<file path="config.mk">
export PLATFORM = sky130hd
export DESIGN_NAME = step_to_angle
export DESIGN_NICKNAME = d
export VERILOG_FILES = /design/src/rtl/step_pkg.sv /design/src/rtl/step_input_filter.sv /design/src/rtl/step_to_angle.sv
export SDC_FILE = /design/constraint.sdc
export NUM_CORES = 1
export LEC_CHECK = 0
export ABC_AREA = 0
export BUFFER_PORTS_ARGS = -buffer_cell sky130_fd_sc_hd__buf_2
export CAP_MARGIN = 40
export CORE_AREA = 2 2 179 111
export CTS_CLUSTER_SIZE = 16
export DETAILED_ROUTE_END_ITERATION = 8
export DIE_AREA = 0 0 181 113
export PLACE_DENSITY = 0.84
export REMOVE_ABC_BUFFERS = 1
export SYNTH_ARGS = -nofsm -noshare
export SYNTH_HDL_FRONTEND = slang
export SYNTH_SLANG_ARGS = --single-unit
</file>
<file path="constraint.sdc">
create_clock -name clk_i -period 11.2 [get_ports clk_i]
set_input_delay 1.68 -clock clk_i [delete_from_list [all_inputs] [get_ports clk_i]]
set_output_delay 1.68 -clock clk_i [all_outputs]
set_load 0.02 [all_outputs]
</file>
<file path="src/rtl/step_pkg.sv">
// Shared constants for the STEP/DIR interface: direction encoding, default
// filter/timeout settings and the microstep position width.
package step_pkg;

   localparam int   POS_W             = 32;
   localparam int   DEF_FILTER_CYCLES = 2;
   localparam int   DEF_TIMEOUT       = 25_000_000;
   localparam logic DIR_POS_LEVEL     = 1'b1;

   // +1 when the direction level matches the positive encoding, otherwise -1.
   function automatic logic [POS_W-1:0] step_delta(input logic dir, input logic dir_pos);
      return (dir == dir_pos) ? POS_W'(1) : '1;
   endfunction

endpackage

</file>
<file path="src/rtl/step_input_filter.sv">
// Two-flop synchronisers for STEP/DIR plus a high-run counter that turns each
// sufficiently long STEP pulse into exactly one event.
module step_input_filter
   import step_pkg::*;
#(
   parameter int FILTER_CYCLES = DEF_FILTER_CYCLES
) (
   input  logic clk_i,
   input  logic reset_n_i,
   input  logic step_raw,
   input  logic dir_raw,
   output logic step_evt,
   output logic dir_sync
);

   localparam logic [7:0] RUN_MAX  = 8'(FILTER_CYCLES);
   localparam logic [7:0] RUN_LAST = 8'(FILTER_CYCLES - 1);

   logic [1:0] step_meta;
   logic [1:0] dir_meta;
   logic [7:0] high_cnt;

   always_ff @(posedge clk_i or negedge reset_n_i) begin
      if (!reset_n_i) begin
         step_meta <= '0;
         dir_meta  <= '0;
         high_cnt  <= '0;
      end else begin
         // NOTE: non-blocking so each flop takes its pre-edge input; blocking would collapse the synchroniser chain into one stage.
         step_meta <= {step_meta[0], step_raw};
         dir_meta  <= {dir_meta[0], dir_raw};
         if (!step_meta[1]) begin
            high_cnt <= '0;
         end else if (high_cnt != RUN_MAX) begin
            high_cnt <= high_cnt + 8'd1;
         end
      end
   end

   // Saturation at RUN_MAX stops the compare from matching twice in one pulse.
   assign step_evt = step_meta[1] && (high_cnt == RUN_LAST);
   assign dir_sync = dir_meta[1];

endmodule

</file>
<file path="src/rtl/step_to_angle.sv">
// STEP/DIR receiver: filtered step events drive a signed microstep position,
// a step-period measurement, a motion timeout and a relative-move target.
module step_to_angle
   import step_pkg::*;
#(
   parameter int   FILTER_CYCLES = DEF_FILTER_CYCLES,
   parameter int   PERIOD_W      = 32,
   parameter int   TIMEOUT       = DEF_TIMEOUT,
   parameter logic DIR_POS       = DIR_POS_LEVEL
) (
   input  logic                    clk_i,
   input  logic                    reset_n_i,
   input  logic                    enable_i,
   input  logic                    step_i,
   input  logic                    dir_i,
   input  logic                    clear_i,
   input  logic                    load_i,
   input  logic signed [POS_W-1:0] target_i,
   output logic signed [POS_W-1:0] position_o,
   output logic [PERIOD_W-1:0]     period_o,
   output logic                    period_valid_o,
   output logic                    moving_o,
   output logic                    step_evt_o,
   output logic                    reached_o
);

   localparam logic [PERIOD_W-1:0] PER_MAX      = '1;
   localparam logic [PERIOD_W-1:0] TIMEOUT_LAST = PERIOD_W'(TIMEOUT - 1);

   logic                evt;
   logic                dir_sync;
   logic                count_step;
   logic [POS_W-1:0]    delta;
   logic [POS_W-1:0]    pos_q;
   logic [POS_W-1:0]    tgt_q;
   logic [POS_W-1:0]    disp_q;
   logic [POS_W-1:0]    disp_next;
   logic [PERIOD_W-1:0] per_cnt;
   logic [PERIOD_W-1:0] per_inc;

   step_input_filter #(
      .FILTER_CYCLES(FILTER_CYCLES)
   ) u_filter (
      .clk_i    (clk_i),
      .reset_n_i(reset_n_i),
      .step_raw (step_i),
      .dir_raw  (dir_i),
      .step_evt (evt),
      .dir_sync (dir_sync)
   );

   assign count_step = evt && enable_i;
   assign delta      = step_delta(dir_sync, DIR_POS);
   assign disp_next  = disp_q + delta;
   assign per_inc    = (per_cnt == PER_MAX) ? per_cnt : per_cnt + PERIOD_W'(1);
   assign position_o = pos_q;

   // Period and motion tracking run whether or not position counting is enabled.
   always_ff @(posedge clk_i or negedge reset_n_i) begin
      if (!reset_n_i) begin
         step_evt_o     <= 1'b0;
         per_cnt        <= '0;
         period_o       <= '0;
         period_valid_o <= 1'b0;
         moving_o       <= 1'b0;
      end else begin
         step_evt_o <= evt;
         if (evt) begin
            per_cnt        <= '0;
            period_o       <= per_inc;
            // moving_o is still set only if the previous step fell inside the timeout window.
            period_valid_o <= moving_o;
            moving_o       <= 1'b1;
         end else begin
            per_cnt <= per_inc;
            if (per_cnt == TIMEOUT_LAST) begin
               moving_o       <= 1'b0;
               period_valid_o <= 1'b0;
            end
         end
      end
   end

   always_ff @(posedge clk_i or negedge reset_n_i) begin
      if (!reset_n_i) begin
         pos_q <= '0;
      end else if (clear_i) begin
         pos_q <= '0;
      end else if (count_step) begin
         pos_q <= pos_q + delta;
      end
   end

   // A load discards any coincident step from the displacement but not from the position.
   always_ff @(posedge clk_i or negedge reset_n_i) begin
      if (!reset_n_i) begin
         tgt_q     <= '0;
         disp_q    <= '0;
         reached_o <= 1'b0;
      end else if (load_i) begin
         tgt_q     <= target_i;
         disp_q    <= '0;
         reached_o <= (target_i == '0);
      end else if (count_step) begin
         disp_q    <= disp_next;
         reached_o <= (disp_next == tgt_q);
      end
   end

endmodule

</file>
# Word level (Yosys, flattened, before mapping)
# Cells that the tools add are included.
# word_totals
ff_bits	176
inputBits	39
output_inout_bits	68
wordCells	42
# classes
addsub	4
n_eq_ne	6
n_mux	14
reduce_logical	6
# ops
cell	count
$mux 32	7
$add 32x32->32	2
$add 32x1->32 const B	1
$eq 32x25->1 const B	1
$eq 32x32->1	1
$eq 32x32->1 const B	1
$logic_not 32->1	1
$mux 8	2
$add 8x1->8 const B	1
$eq 8x1->1 const B	1
$ne 8x2->1 const B	1
$reduce_bool 2->1	3
$mux 1	5
$logic_and 1x1->1	2
$ne 2x2->1 const B	1

# Longest topological paths before layout
# Gate-level depths: netlist of run 1.
# depth
ltp_word	5
depth_mapped	14
depth_no_buf	13

# Cells and area by module
# Synthesis of run 1 repeated with hierarchy kept, for this count alone.
# unflattened
hier_cells	1219
hier_area_um2	11182.0
# modules_own_cells
mod	n_inst	cells_each	area_per_inst_um2	seq_area_each_um2
step_to_angle	1	1165	10608.9	4103.9
step_input_filter	1	54	573.0	300.3

# Worst setup path after synthesis of run 1
# Ideal clock, no wire load.
# synth_path
path_kind	register -> register
from	register u_filter.dir_meta[1]
to	register reached_o
setup_ns	0.092
t_arrival_ns	4.516
required_time_ns	11.108
setup_slack_ns	6.592
stages_incl_launch_ff	15
path_buffers	1
period_less_slack_ns	4.608
path_cell_list	dfrtp_1 -> inv_1 -> ha_1 -> buf_2 -> a21oi_2 -> o21ai_0 -> or3_1 -> a211oi_2 -> nor3_2 -> a221o_1 -> nand3_1 -> o2bb2ai_2 -> mux2_1 -> a22o_1 -> o31ai_2
# synth_between
elab_chain_cells	5
# synth_lines
item	line_no	source
start: declaration	step_input_filter.sv:20	logic [1:0] dir_meta;
start signal: assignment	step_input_filter.sv:31	dir_meta <= {dir_meta[0], dir_raw};
$mux 32	step_pkg.sv:12	return (dir == dir_pos) ? POS_W'(1) : '1;
$add 32x32->32	step_to_angle.sv:54	assign disp_next = disp_q + delta;
$eq 32x32->1	step_to_angle.sv:106	reached_o <= (disp_next == tgt_q);
$mux 1	step_to_angle.sv:104	end else if (count_step) begin
$mux 1	step_to_angle.sv:100	end else if (load_i) begin
end signal: assignment	step_to_angle.sv:103	reached_o <= (target_i == '0);
end signal: assignment	step_to_angle.sv:106	
end: declaration	step_to_angle.sv:24	output logic reached_o
# No other way between the ends. The select of a mux whose other input is x is not followed.
# A chain may end at the register's enable or synchronous reset.

# Final worst setup path of run 1
# Ends and elaborated chain as after synthesis.

==> results of run 1 <==
## final cells by class
type                       instances  area [sq um]
inverter                          24          90.1
tap                              246           308
multi-input combinational        977          6390
clock buffer                      22           454
fill                            1532          6330
timing repair buffer             116           659
clock inverter                     9           100
sequential                       176          4400
## worst max-delay path: cells and delay by family, from the launching register on
family | cells | cell delay, ps
XOR/XNOR | 1 | 230
flip-flops | 1 | 450
AO/OA/AOI/OAI | 6 | 1920
AND/OR/NAND/NOR | 4 | 780
adder cells (fa/ha/maj) | 1 | 370
buffers and inverters | 2 | 1000
## Yosys cell counts, types with 7 or more instances
cell and count:
or3_1 8, o21ai_0 41, xor2_1 46, o21a_1 11, ha_1 64, nor2b_1 9
mux2_2 32, and3_1 16, xnor2_1 70, a21oi_1 138, and4_1 7, o21bai_1 9
a31oi_1 10, nand4_1 25, inv_1 24, a21o_1 20, nor3_1 30, nand2_1 147
nor4_1 15, dfrtp_1 176, nand3_1 24, clkbuf_1 42, and2_1 9, a211oi_1 14
nor2_1 132
## per-stage QoR
stage	cells	util (%)
3_3_place_gp	1536	62.9
5_1_grt	1570	66.2
2_1_floorplan	1177	-
4_1_cts	1569	66.1
3_5_place_dp	1538	63.2
6_report	1570	66.2
## power breakdown
part	total (W)	switching [W]	internal, W
sequential	0.000824	0.0000776	0.000747
clock	0.000576	0.000260	0.000316
combinational	0.000767	0.000480	0.000287
total	0.00217	0.000817	0.00135
## path summary, 6_finish.rpt
check | start | end | slack (ps)
worst max-delay path | u_filter.dir_meta[1] | reached_o | 6380
worst min-delay path | u_filter.step_meta[0] | u_filter.step_meta[1] | 350
worst max register to register | u_filter.dir_meta[1] | reached_o | 6380
worst min register to register | u_filter.step_meta[0] | u_filter.step_meta[1] | 350
max in group asynchronous | reset_n_i | u_filter.high_cnt[5] | 8740
min in group asynchronous | reset_n_i | position_o[5] | 1330
## logic make-up after synthesis
logic type | count (synthesis) | synth area share (%)
buf+inv | 78 | 2.71
mux | 38 | 3.80
fa+ha+maj | 66 | 7.58
compound gates | 306 | 17.4
flops | 176 | 39.7
xor+xnor | 119 | 9.79
simple gates | 448 | 19.0
## registers in the layout (all words and copies together), names as in the netlist
register            cells
period_valid_o          1
step_evt_o              1
tgt_q                  32
moving_o                1
reached_o               1
u_filter.step_meta      2
disp_q                 32
u_filter.dir_meta       2
position_o             32
u_filter.high_cnt       8
period_o               32
per_cnt                32
## per-layer routing
metal,up-vias,share of wire [%],GRT usage (%)
met2,408,40,38.5
met4,0,1.1,6.78
met5,-,0,0
met1,4544,49,43.7
li1,4567,-,-
met3,34,9.8,7.76
==> results.sh, run 1 <==
export IMPL_cts_resized=0
export IMPL_timing_slew_headroom_pct=45.4
export IMPL_rr_worst_depth=14
export IMPL_rsz0062_at_grt="no"
export IMPL_tns_ps=0
export IMPL_routed_via_count=9553
export IMPL_initial_core_util_pct=59.2
export IMPL_overflow=0
export IMPL_worst_endpoint_arrival_ps=5170
export IMPL_viasPerCell=6.08
export IMPL_layout_commonest_cell="dfrtp_1"
export IMPL_clk_latency_ps=440
export IMPL_hold_depth=0
export IMPL_core_sq_mm=0.0187
export IMPL_worstPathRequired_ps=11550
export IMPL_synth_top_cell_by_area="dfrtp_1"
export IMPL_antenna_found_initial=0
export IMPL_synth_distinct_cells=72
export IMPL_place_area_sq_mm=0.0118
export IMPL_cp_start_kind="register"
export IMPL_slowest_delay_ps=550
export IMPL_cp_end_kind="register"
export IMPL_die_h_um=113
export IMPL_ys_warnings_count=0
export IMPL_synth_edf_count=0
export IMPL_power_density_mw_per_mm2=175
export IMPL_skew_ps=13.4
export IMPL_cap_violations=0
export IMPL_portBuffers=106
export IMPL_hpwl_um=20100
export IMPL_routed_wl_um=27900
export IMPL_slowest_stage="buf_4"
export IMPL_synth_seq_area_share_pct=39.7
export IMPL_drc_errors=0
export IMPL_mostFrequentLayoutCells="dfrtp_1, nand2_1, a21oi_1, nor2_1, buf_2"
export IMPL_setup_slack_ps=6380
export IMPL_grt_max_degree=103
export IMPL_pre_cts_slack_ps=6480
export IMPL_postRouteAntennaNets=0
export IMPL_vdd_drop_max_mv=0.161
export IMPL_grt_total_usage_pct=28.1
export IMPL_async_flop_share_pct=100
export IMPL_gp_congestion=0.975
export IMPL_setup_violations=0
export IMPL_status="completed"
export IMPL_htree_levels=4
export IMPL_ios=107
export IMPL_crit_chain="inv_2 > buf_4 > ha_1 > a211oi_2 > o21ai_1 > a221oi_2 > o21bai_1 > xor3_1 > a2111oi_2 > and4_1 > nand4_1 > nor4_1 > nand4_1 > o31ai_2"
export IMPL_area_growth_pct=11.9
export IMPL_hold_violations=0
export IMPL_crit_path_frequent_cell="nand4_1"
export IMPL_postCtsSetupBuffers=0
export IMPL_clkTransAtPathRegs_ps=70
export IMPL_tightest_slew_ps=819
export IMPL_drive_gt1_share_pct=15.0
export IMPL_whs_ps=352
export IMPL_dr_pass1_iters=6
export IMPL_syn_area_sq_mm=0.0111
export IMPL_drv_slew=0
export IMPL_ys_flop_type="dfrtp_1"
export IMPL_synthCells=1231
export IMPL_cts_made_buffers=17
export IMPL_diodes=0
export IMPL_max_freq_ghz=0.207
export IMPL_avgSynthCellArea_sq_um=9.01
export IMPL_nets=1417
export IMPL_wl_per_cell_um=17.8
export IMPL_cts_tree="built"
export IMPL_cts_hold_buffers=0
export IMPL_crit_type="reg -> reg"
export IMPL_rows=39
export IMPL_dieArea_sq_mm=0.0205
export IMPL_min_period_over_period_pct=43.0
export IMPL_yosysTopAreaCellShare_pct=39.7
export IMPL_grt_pass1_wl_um=46000
export IMPL_die_w_um=181
export IMPL_min_period_ps=4820
export IMPL_final_area_sq_mm=0.0124
export IMPL_crit_fanout=36
export IMPL_cts_sinks=176
export IMPL_clock_root_buffer="clkbuf_16"
export IMPL_clk_path_buf_depth=2
export IMPL_hold_class="reg -> reg"
export IMPL_p_leak_nw=5.67
export IMPL_finalPower_w=0.00217
export IMPL_first_iter_violations=978
export IMPL_grt_pass1_vias=8977
export IMPL_ys_ff_latch=176
export IMPL_ys_top_cells_by_area="dfrtp_1, ha_1, a21oi_1, xnor2_1, nand2_1"
No activity file was read; power rests on OpenSTA's default activity.
==> inputs of run 2 (changes only) <==
==> constraint.sdc (replaced) <==
create_clock -name clk_i -period 4.45 [get_ports clk_i]
set_input_delay 0.6675 -clock clk_i [delete_from_list [all_inputs] [get_ports clk_i]]
set_output_delay 0.6675 -clock clk_i [all_outputs]
set_load 0.02 [all_outputs]
==> results.sh, run 2 (synthesized netlist as in run 1, its figures left out) <==
export IMPL_timing_slew_headroom_pct=39.1
export IMPL_slowest_stage="or3_1"
export IMPL_worst_endpoint_arrival_ps=4560
export IMPL_hold_class="in -> async"
export IMPL_rows=39
export IMPL_grt_pass1_vias=9111
export IMPL_fillers=1551
export IMPL_rr_worst_depth=14
export IMPL_postCtsSetupBuffers=0
export IMPL_antenna_found_initial=0
export IMPL_skew_ps=8.90
export IMPL_portBuffers=106
export IMPL_grt_max_degree=100
export IMPL_cts_resized=0
export IMPL_fin_util_pct=66.7
export IMPL_clk_path_buf_depth=2
export IMPL_crit_type="reg -> reg"
export IMPL_drive_gt1_share_pct=15.7
export IMPL_crit_fanout=17
export IMPL_cap_violations=0
export IMPL_cp_top_family="compound AO/OA/AOI/OAI gates"
export IMPL_core_sq_mm=0.0187
export IMPL_min_period_ps=4210
export IMPL_whs_ps=122
export IMPL_tightest_slew_ps=914
export IMPL_cp_end_kind="register"
export IMPL_rsz0062_at_grt="no"
export IMPL_routed_via_count=9701
export IMPL_p_leak_nw=5.73
export IMPL_gp_congestion=1.03
export IMPL_drv_slew=0
export IMPL_cts_tree="built"
export IMPL_cts_sinks=176
export IMPL_ios=107
export IMPL_power_density_mw_per_mm2=448
export IMPL_hold_violations=0
export IMPL_viasPerCell=6.16
export IMPL_crit_buf_inv=2
export IMPL_die_w_um=181
export IMPL_layout_commonest_cell="dfrtp_1"
export IMPL_vdd_drop_max_mv=0.370
export IMPL_p_int_w=0.00349
export IMPL_first_iter_violations=908
export IMPL_cp_start_kind="register"
export IMPL_seqPwrFrac_pct=37.1
export IMPL_switching_share_pct=37.5
export IMPL_clkTransAtPathRegs_ps=70
export IMPL_overflow=0
export IMPL_mostFrequentLayoutCells="dfrtp_1, nand2_1, a21oi_1, nor2_1, buf_2"
export IMPL_wl_per_cell_um=18.4
export IMPL_grt_pass1_wl_um=47300
export IMPL_r2r_end="reached_o"
export IMPL_power_switching_w=0.00210
export IMPL_worstPathRequired_ps=4800
export IMPL_diodes=0
export IMPL_routed_wl_um=28900
export IMPL_setup_violations=0
export IMPL_area_growth_pct=12.7
export IMPL_die_h_um=113
export IMPL_tns_ps=0
export IMPL_crit_start="u_filter.dir_meta[1]"
export IMPL_drc_errors=0
export IMPL_r2r_start="u_filter.dir_meta[1]"
export IMPL_min_period_over_period_pct=94.6
export IMPL_htree_levels=4
export IMPL_hpwl_um=21100
export IMPL_clock_root_buffer="clkbuf_16"
export IMPL_initial_core_util_pct=59.2
export IMPL_dr_pass1_iters=5
export IMPL_nets=1422
export IMPL_grt_total_usage_pct=29.1
export IMPL_status="completed"
export IMPL_r2r_slack_ps=240
export IMPL_max_freq_ghz=0.238
export IMPL_cts_made_buffers=17
export IMPL_clk_latency_ps=450
export IMPL_cts_hold_buffers=0
export IMPL_postRouteAntennaNets=0
export IMPL_crit_chain="inv_2 > buf_4 > ha_1 > a21oi_2 > o21ai_0 > or3_1 > a211oi_2 > nor3_2 > a221o_1 > nand3_1 > o2bb2ai_2 > mux2_1 > a22o_1 > o31ai_2"
export IMPL_clkPwrFrac_pct=28.2
export IMPL_p_comb_share_pct=34.6
export IMPL_multiInputGateArea_sq_mm=0.00639
export IMPL_dieArea_sq_mm=0.0205
export IMPL_ff_latch_area_sq_mm=0.00440
export IMPL_slowest_delay_ps=450
[run 2: changes by cell type in the layout (fill, tap and decap cells not counted), moves of 2 or more]
cell and change:
buf_4 +6, clkbuf_1 -2, clkinv_2 +2, bufinv_16 +2
[run 2: worst register-to-register path, delay by kind of cell, from the launching register on]
| kind | cells | cell delay, ps |
|---|---|---|
| AOI/OAI and AO/OA | 7 | 1720 |
| and+or+nand+nor | 3 | 700 |
| buffers and inverters | 2 | 480 |
| DFF | 1 | 440 |
| adders and majority gates | 1 | 380 |
| muxes | 1 | 370 |
[run 2: power groups by stage]
stage          Combinational (W)  Clock, W  Sequential [W]
2_1_floorplan            0.00113         0         0.00230
3_3_place_gp             0.00185         0         0.00209
3_5_place_dp             0.00190         0         0.00210
4_1_cts                  0.00192   0.00159         0.00207
5_1_grt                  0.00212   0.00167         0.00211
6_report                 0.00194   0.00158         0.00208
[run 2: through the flow]
| step | instance area (sq um) | cells | total power (W) | setup WS (ps) |
|---|---|---|---|---|
| after global placement | 11800 | 1543 | 0.00394 | 348 |
| after CTS | 12500 | 1576 | 0.00559 | 281 |
| final | 12500 | 1576 | 0.00559 | 241 |
| after global routing | 12500 | 1576 | 0.00590 | 60.0 |
| after floorplan | 10900 | 1177 | 0.00343 | -5510 |
| after detailed placement | 11900 | 1544 | 0.00400 | 313 |
[run 2: area by class of cell]
type                            instances  area share [%]
Multi-Input combinational cell        977            51.2
Sequential cell                       176            35.3
Timing Repair Buffer                  121            5.48
Clock buffer                           19            3.47
Tap cell                              246            2.46
Clock inverter                         13            1.43
Inverter                               24           0.721
[run 2: worst max-delay path by stage]
stage                           to  cells past startpoint
global placement    position_o[31]                     16
finish                   reached_o                     14
floorplan           position_o[30]                      5
CTS                 position_o[31]                     16
global route             reached_o                     14
detailed placement  position_o[31]                     16
[run 2: layer usage]
layer,track usage [%],wire length (um)
met1,44.2,14000
met2,41.0,12000
met3,8.69,2760
met4,6.12,187
met5,0,0
==> inputs of run 3 (changes only) <==
--- a/config.mk
+++ b/config.mk
@@ -6,7 +6,7 @@
 export NUM_CORES = 1
 export LEC_CHECK = 0
 export ABC_AREA = 0
-export BUFFER_PORTS_ARGS = -buffer_cell sky130_fd_sc_hd__buf_2
+export BUFFER_PORTS_ARGS = -buffer_cell sky130_fd_sc_hd__clkbuf_2
 export CAP_MARGIN = 40
 export CORE_AREA = 2 2 179 111
 export CTS_CLUSTER_SIZE = 16
==> results.sh, run 3 (synthesized netlist as in run 1, its figures left out) <==
export IMPL_cp_end_kind="register"
export IMPL_fillers=1528
export IMPL_ios=107
export IMPL_grt_pass1_wl_um=47700
export IMPL_min_period_ps=4160
export IMPL_hold_violations=0
export IMPL_cts_made_buffers=17
export IMPL_hold_class="in -> async"
export IMPL_die_h_um=113
export IMPL_layout_commonest_cell="dfrtp_1"
export IMPL_grt_pass1_vias=8992
export IMPL_mostFrequentLayoutCells="dfrtp_1, nand2_1, a21oi_1, nor2_1, clkbuf_2"
export IMPL_min_period_over_period_pct=93.5
export IMPL_htree_levels=4
export IMPL_wl_per_cell_um=18.5
export IMPL_routed_via_count=9655
export IMPL_clkTransAtPathRegs_ps=70
export IMPL_drive_gt1_share_pct=15.8
export IMPL_ff_latch_area_sq_mm=0.00440
export IMPL_rows=39
export IMPL_postRouteAntennaNets=0
export IMPL_multiInputGateArea_sq_mm=0.00639
export IMPL_max_freq_ghz=0.240
export IMPL_dieArea_sq_mm=0.0205
export IMPL_dr_pass1_iters=5
export IMPL_initial_core_util_pct=59.2
export IMPL_dp_cells=1547
export IMPL_worstPathRequired_ps=4810
export IMPL_clk_path_buf_depth=2
export IMPL_drv_slew=0
export IMPL_antenna_found_initial=0
export IMPL_cap_violations=0
export IMPL_setup_violations=0
export IMPL_cts_tree="built"
export IMPL_core_sq_mm=0.0187
export IMPL_p_leak_nw=5.70
export IMPL_crit_type="reg -> reg"
export IMPL_diodes=0
export IMPL_first_iter_violations=947
export IMPL_tightest_slew_ps=952
export IMPL_power_density_mw_per_mm2=446
export IMPL_clk_latency_ps=440
export IMPL_routed_wl_um=29100
export IMPL_overflow=0
export IMPL_drc_errors=0
export IMPL_gp_congestion=0.981
export IMPL_crit_fanout=33
export IMPL_p_int_w=0.00346
export IMPL_die_w_um=181
export IMPL_setup_slack_ps=289
export IMPL_tns_ps=0
export IMPL_seqPwrFrac_pct=37.6
export IMPL_worst_endpoint_arrival_ps=4520
export IMPL_area_growth_pct=12.5
export IMPL_instances_no_fill=1578
export IMPL_cts_hold_buffers=0
export IMPL_skew_ps=12.3
export IMPL_grt_max_degree=106
export IMPL_portBuffers=106
export IMPL_vdd_drop_max_mv=0.454
export IMPL_grt_total_usage_pct=29.3
export IMPL_cts_sinks=176
export IMPL_hpwl_um=21400
export IMPL_timing_slew_headroom_pct=36.5
export IMPL_rsz0062_at_grt="no"
export IMPL_clkPwrFrac_pct=27.5
export IMPL_whs_ps=324
export IMPL_p_comb_share_pct=35.0
export IMPL_pre_cts_slack_ps=144
export IMPL_power_switching_w=0.00210
export IMPL_nets=1425
export IMPL_viasPerCell=6.12
export IMPL_clock_root_buffer="clkbuf_16"
export IMPL_switching_share_pct=37.8
export IMPL_status="completed"
export IMPL_cp_start_kind="register"
==> run 3: cell count changes in the layout (fill, tap and decap cells not counted), sizes merged <==
cell	change
inv	-1
bufinv	-1
clkinvlp	+1
buf	-102
clkbuf	+107
clkinv	-2
==> run 3: power by group through the flow <==
stage / Combinational [W] / Sequential, W / Clock (W)
after floorplan: 0.00113 / 0.00230 / 0
after global placement: 0.00186 / 0.00209 / 0
after detailed placement: 0.00192 / 0.00211 / 0
after CTS: 0.00193 / 0.00209 / 0.00154
after global routing: 0.00214 / 0.00212 / 0.00161
final: 0.00194 / 0.00209 / 0.00153
==> run 3: routing by layer <==
layer,track usage [%],share of wire (%),vias up
li1,-,-,4567
met1,46.4,49,4649
met2,38.6,40,399
met3,8.53,9.4,40
met4,7.37,1.5,0
met5,0,0,-
==> run 3: worst paths after layout <==
check	from	end	slack (ps)	cells past startpoint
max	u_filter.dir_meta[1]	reached_o	290	15
min	reset_n_i	position_o[5]	320	1
max reg2reg	u_filter.dir_meta[1]	reached_o	290	15
min reg2reg	u_filter.step_meta[0]	u_filter.step_meta[1]	370	0
max in group asynchronous	reset_n_i	period_o[0]	3180	2
min in group clk_i	dir_i	u_filter.dir_meta[0]	330	1
==> run 3: final cells by class <==
| class | instances | share of cell area, % |
|---|---|---|
| clock buffers | 21 | 3.69 |
| clock inverters | 10 | 1.01 |
| inverters | 24 | 0.722 |
| multi-input cells | 977 | 51.3 |
| flip-flops and latches | 176 | 35.3 |
| well taps | 246 | 2.47 |
| repair buffers | 124 | 5.51 |
==> run 3: worst max-delay path, stage by stage, from the launching register on <==
cell,delay [ps]
dfrtp_1,450
inv_2,150
buf_12,210
fa_1,480
a211oi_2,380
o21ai_1,190
a221oi_2,350
buf_4,200
o31a_1,160
nor2_1,120
o41ai_2,440
xnor2_1,170
xnor2_1,250
and3_1,190
nand4_1,110
o31ai_2,200
==> run 3: through the flow <==
stage	utilization, %	power [W]	cell area [sq um]
floorplan	-	0.00343	10900
global placement	63.4	0.00395	11900
detailed placement	63.4	0.00403	11900
CTS	66.5	0.00556	12500
global route	66.6	0.00587	12500
finish	66.6	0.00556	12500
==> run 3: repair_timing <==
| action | in CTS | in global routing |
|---|---|---|
| endpoints found under the setup margin | 0 | 1 |
| buffers inserted | 0 | 0 |
| resized for setup | 0 | 2 |
